$ cat src/rtl/defs.sv
// Shared definitions for the instruction fetch path: datapath width,
// default reset PC and the fetch controller state encoding.
package defs;

  localparam int unsigned BIN_DIG = 32;
  localparam logic [BIN_DIG-1:0] RESET_PC = '0;

  typedef enum logic [1:0] {
    IDLE,
    FETCH,
    HOLD,
    DROP
  } fetch_state_t;

endpackage

$ cat src/rtl/fetch_controller.sv
// Instruction fetch controller: issues one word-indexed request at a time,
// hands the returned instruction to decode and services writeback redirects.
module fetch_controller
  import defs::*;
#(
  parameter int unsigned        BIN_DIG  = defs::BIN_DIG,
  parameter logic [BIN_DIG-1:0] RESET_PC = BIN_DIG'(defs::RESET_PC),
  parameter logic [BIN_DIG-1:0] PC_STEP  = BIN_DIG'(1)
) (
  input  logic               clk,
  input  logic               rst,
  input  logic               redirect_valid,
  input  logic [BIN_DIG-1:0] redirect_pc,
  output logic               imem_req,
  output logic [BIN_DIG-1:0] imem_addr,
  input  logic               imem_ack,
  input  logic [BIN_DIG-1:0] imem_rdata,
  output logic               inst_valid,
  output logic [BIN_DIG-1:0] inst,
  output logic [BIN_DIG-1:0] inst_pc,
  input  logic               decode_ready
);

  fetch_state_t       state;
  logic [BIN_DIG-1:0] pc;
  logic [BIN_DIG-1:0] pc_pending;

  // The request address is the live PC; it only moves when a request completes.
  assign imem_addr = pc;

  always_ff @(posedge clk) begin
    if (rst) begin
      state      <= IDLE;
      pc         <= RESET_PC;
      pc_pending <= RESET_PC;
      inst       <= '0;
      inst_pc    <= '0;
      inst_valid <= 1'b0;
      imem_req   <= 1'b0;
    end else begin
      case (state)
        IDLE: begin
          if (redirect_valid) pc <= redirect_pc;
          state    <= FETCH;
          imem_req <= 1'b1;
        end

        FETCH: begin
          if (redirect_valid) begin
            if (imem_ack) begin
              pc <= redirect_pc;
            end else begin
              // The memory still owns the old address; finish it, then discard.
              pc_pending <= redirect_pc;
              state      <= DROP;
            end
          end else if (imem_ack) begin
            inst       <= imem_rdata;
            inst_pc    <= pc;
            inst_valid <= 1'b1;
            imem_req   <= 1'b0;
            state      <= HOLD;
          end
        end

        HOLD: begin
          if (redirect_valid || decode_ready) begin
            pc         <= redirect_valid ? redirect_pc : pc + PC_STEP;
            inst_valid <= 1'b0;
            imem_req   <= 1'b1;
            state      <= FETCH;
          end
        end

        DROP: begin
          if (redirect_valid) pc_pending <= redirect_pc;
          if (imem_ack) begin
            pc    <= redirect_valid ? redirect_pc : pc_pending;
            state <= FETCH;
          end
        end

        default: begin
          state      <= IDLE;
          inst_valid <= 1'b0;
          imem_req   <= 1'b0;
        end
      endcase
    end
  end

endmodule

$ cat config.mk
export PLATFORM = sky130hd
export DESIGN_NAME = fetch_controller
export DESIGN_NICKNAME = d
export VERILOG_FILES = /design/src/rtl/defs.sv /design/src/rtl/fetch_controller.sv
export SDC_FILE = /design/constraint.sdc
export NUM_CORES = 1
export LEC_CHECK = 0
export CORE_MARGIN = 2
export CORE_UTILIZATION = 48
export CTS_CLUSTER_SIZE = 12
export DETAILED_ROUTE_END_ITERATION = 12
export GPL_TIMING_DRIVEN = 0
export PLACE_DENSITY = 0.8
export SLEW_MARGIN = 30
export SYNTH_ARGS = -nofsm -noshare
export SYNTH_HDL_FRONTEND = slang
export SYNTH_SLANG_ARGS = --single-unit
export TNS_END_PERCENT = 5
$ cat constraint.sdc
create_clock -name clk -period 2.7 [get_ports clk]
set_input_delay 0.27 -clock clk [delete_from_list [all_inputs] [get_ports clk]]
set_output_delay 0.27 -clock clk [all_outputs]
set_load 0.05 [all_outputs]
==> flow_metrics.env <==
export IMPL_synth_edf_count=0
export IMPL_grt_ovfl_total=0
export IMPL_finalCritPeriodShare=0.963
export IMPL_dp_hpwl_microns=14900
export IMPL_routed_wirelength_microns=20800
export IMPL_hold_class="input port to register"
export IMPL_synth_area_leaders="dfxtp_1 (43%), nand2_1 (14%), a21oi_1 (11%), clkbuf_1 (3.4%), nor2_1 (2.2%)"
export IMPL_setup_viol=0
export IMPL_rsz0062_at_grt="no"
export IMPL_num_rows=41
export IMPL_crit_required_ns=2.96
export IMPL_htree_num_levels=4
export IMPL_critPathLaunchType="register"
export IMPL_drt_pass1_iterations=5
export IMPL_diodes=0
export IMPL_grt_max_degree=17
export IMPL_crit_type="register to register"
export IMPL_cts_resized=0
export IMPL_ys_flop_type="dfxtp_1"
export IMPL_drc_errors=0
export IMPL_drtIter0Drc=814
export IMPL_synthXorXnorAreaFrac=0.0101
export IMPL_io_buffers=165
export IMPL_cts_root_buffer="clkbuf_16"
export IMPL_synthSimpleGateAreaFrac=0.268
export IMPL_ys_seq_area_frac=0.435
export IMPL_synth_top_area_cell="dfxtp_1"
export IMPL_nets=1068
export IMPL_grt_pass1_vias=5900
export IMPL_drv_slew=0
export IMPL_achievable_frequency_ghz=0.385
export IMPL_p_leak_nw=2.88
export IMPL_chipHeight_microns=117
export IMPL_final_cell_mix="nand2_1 (226), clkdlybuf4s50_1 (165), a21oi_1 (133)"
export IMPL_drt_wirelength_per_cell_microns=17.6
export IMPL_antenna_found_initial=0
export IMPL_syn_area_per_cell_sq_um=7.46
export IMPL_via_per_inst=5.77
export IMPL_crit_arrival_ns=2.86
export IMPL_timing_rr_start="state[1]"
export IMPL_holdBufCountCts=0
export IMPL_status="completed"
export IMPL_ys_types=60
export IMPL_synth_top_area_frac=0.435
export IMPL_place_gp_congestion=0.950
export IMPL_mostFrequentLayoutCell="nand2_1"
export IMPL_cts_tree="yes"
export IMPL_min_to="imem_addr[18]"
export IMPL_ioPinCount=167
export IMPL_num_vias=6809
export IMPL_reg2reg_to="imem_addr[24]"
export IMPL_utilization=0.678
export IMPL_clock_skew_ns=0.00745
export IMPL_clock_path_buffers=2
export IMPL_final_min_clock_period_ns=2.60
export IMPL_n_fill_cell=1127
export IMPL_syn_to_final_growth_pct=39.2
export IMPL_netlist_area_sq_mm=0.00608
export IMPL_synth_top_family_by_area="simple AND/OR/NAND/NOR gates"
export IMPL_clock_latency_ns=0.42
export IMPL_synth_seq_cells=132
export IMPL_post_cts_buffers=0
export IMPL_power_density_mw_per_mm2=606
export IMPL_worstMarginPinSlew_ns=0.786
export IMPL_clkTransAtPathRegs_ns=0.05
export IMPL_cts_sinks=132
export IMPL_cp_max_fo=10
export IMPL_synth_compound_area_frac=0.222
export IMPL_hold_ws_ns=0.350
export IMPL_synthAdderAreaFrac=0.00206
export IMPL_drive_above_1_share=0.0437
export IMPL_core_sq_mm=0.0125
export IMPL_hold_start="rst"
export IMPL_synth_cells=814
export IMPL_cap_violations=0
export IMPL_cts_buffers=17
export IMPL_r2r_cells=6
export IMPL_worstHoldPathCells=2
export IMPL_ir_drop_v=0.000401
export IMPL_ant_nets=0
export IMPL_tns_ns=0
export IMPL_synthesis_nets=884
export IMPL_async_reset_ff_frac=0
export IMPL_grt_first_pass_wirelength_microns=31400
export IMPL_die_w_microns=117
export IMPL_reg2reg_setup_slack_ns=0.10
export IMPL_die_area_sq_mm=0.0136
export IMPL_synth_area_mux_share=0.0115
export IMPL_maxSlewHeadroom=0.471
export IMPL_grt_usage=0.304
export IMPL_initial_utilization=0.487
export IMPL_yosysWarnings=0
export IMPL_hold_violations=0
export IMPL_end_kind="register"
final cells by class:
class | instances | area [sq um] | share of cell area
Sequential cell | 132 | 2640 | 0.312
Multi-Input combinational cell | 602 | 3120 | 0.369
Buffer | 68 | 269 | 0.0318
Inverter | 12 | 45.0 | 0.00533
Timing Repair Buffer | 165 | 1650 | 0.195
Clock buffer | 22 | 454 | 0.0537
Tap cell | 172 | 215 | 0.0254
Clock inverter | 7 | 60.1 | 0.00710
power by group:
group          total (mW)  internal (mW)  leakage [nW]  switching (mW)
Sequential           2.14           2.04          1.07          0.0995
Clock                2.06           1.26         0.259           0.799
Combinational       0.932          0.335          1.54           0.596
Total                5.13           3.63          2.88            1.49
cell families (layout without fill, tap and decap cells):
logic type,count (synthesis),after routing
simple gates,364,364
compound gates,223,223
flops,132,132
buf+inv,80,274
xor+xnor,7,7
mux,7,7
fa+ha+maj,1,1
critical path, stage by stage (launching register included):
cell and delay (ns):
dfxtp_1 0.38, clkbuf_1 0.39, nand2b_1 0.28, clkbuf_1 0.36, clkbuf_1 0.35, a211oi_1 0.52
a221oi_1 0.16
metrics by stage:
stage	area [sq um]	cells	setup WS, ns	total power [mW]
6_report	8460	1180	0.101	5.13
2_1_floorplan	6080	814	0.263	2.69
4_1_cts	8460	1180	0.246	5.11
3_3_place_gp	7940	1151	-0.0143	3.07
5_1_grt	8460	1180	0.0839	5.28
3_5_place_dp	7940	1151	-0.0544	3.08
cell usage after synthesis (5+ instances only):
cell type	n
nand2_1	226
a21oi_1	133
dfxtp_1	132
clkbuf_1	55
nor2_1	35
nand3_1	23
o21ai_0	19
nor3_1	15
inv_1	11
a211oi_1	10
nor4_1	10
and3_1	9
buf_2	8
nand4_1	8
a221o_1	7
mux2i_1	7
nor2b_1	7
o22ai_1	7
a22o_1	6
a221oi_1	5
nand2b_1	5
or3_1	5
worst max-delay path by stage:
stage,start,end,slack [ns],cells past startpoint
final,state[1],imem_addr[24],0.10,6
after global routing,state[1],imem_addr[24],0.08,6
after CTS,state[1],imem_addr[24],0.25,6
after detailed placement,redirect_valid,imem_addr[5],-0.05,6
after global placement,redirect_valid,imem_addr[24],-0.01,6
after floorplan,imem_addr[6],imem_addr[27],0.26,7
flip-flops by register name, indices dropped and copies added (netlist names):
name,cells
imem_addr,32
imem_req,1
inst,32
inst_pc,32
inst_valid,1
pc_pending,32
state,2
layer usage:
metal,share of wire,track usage
met5,0,0
met4,0.035,0.133
met3,0.099,0.0571
met2,0.45,0.461
met1,0.42,0.423
No activity file was read; power rests on OpenSTA's default activity.
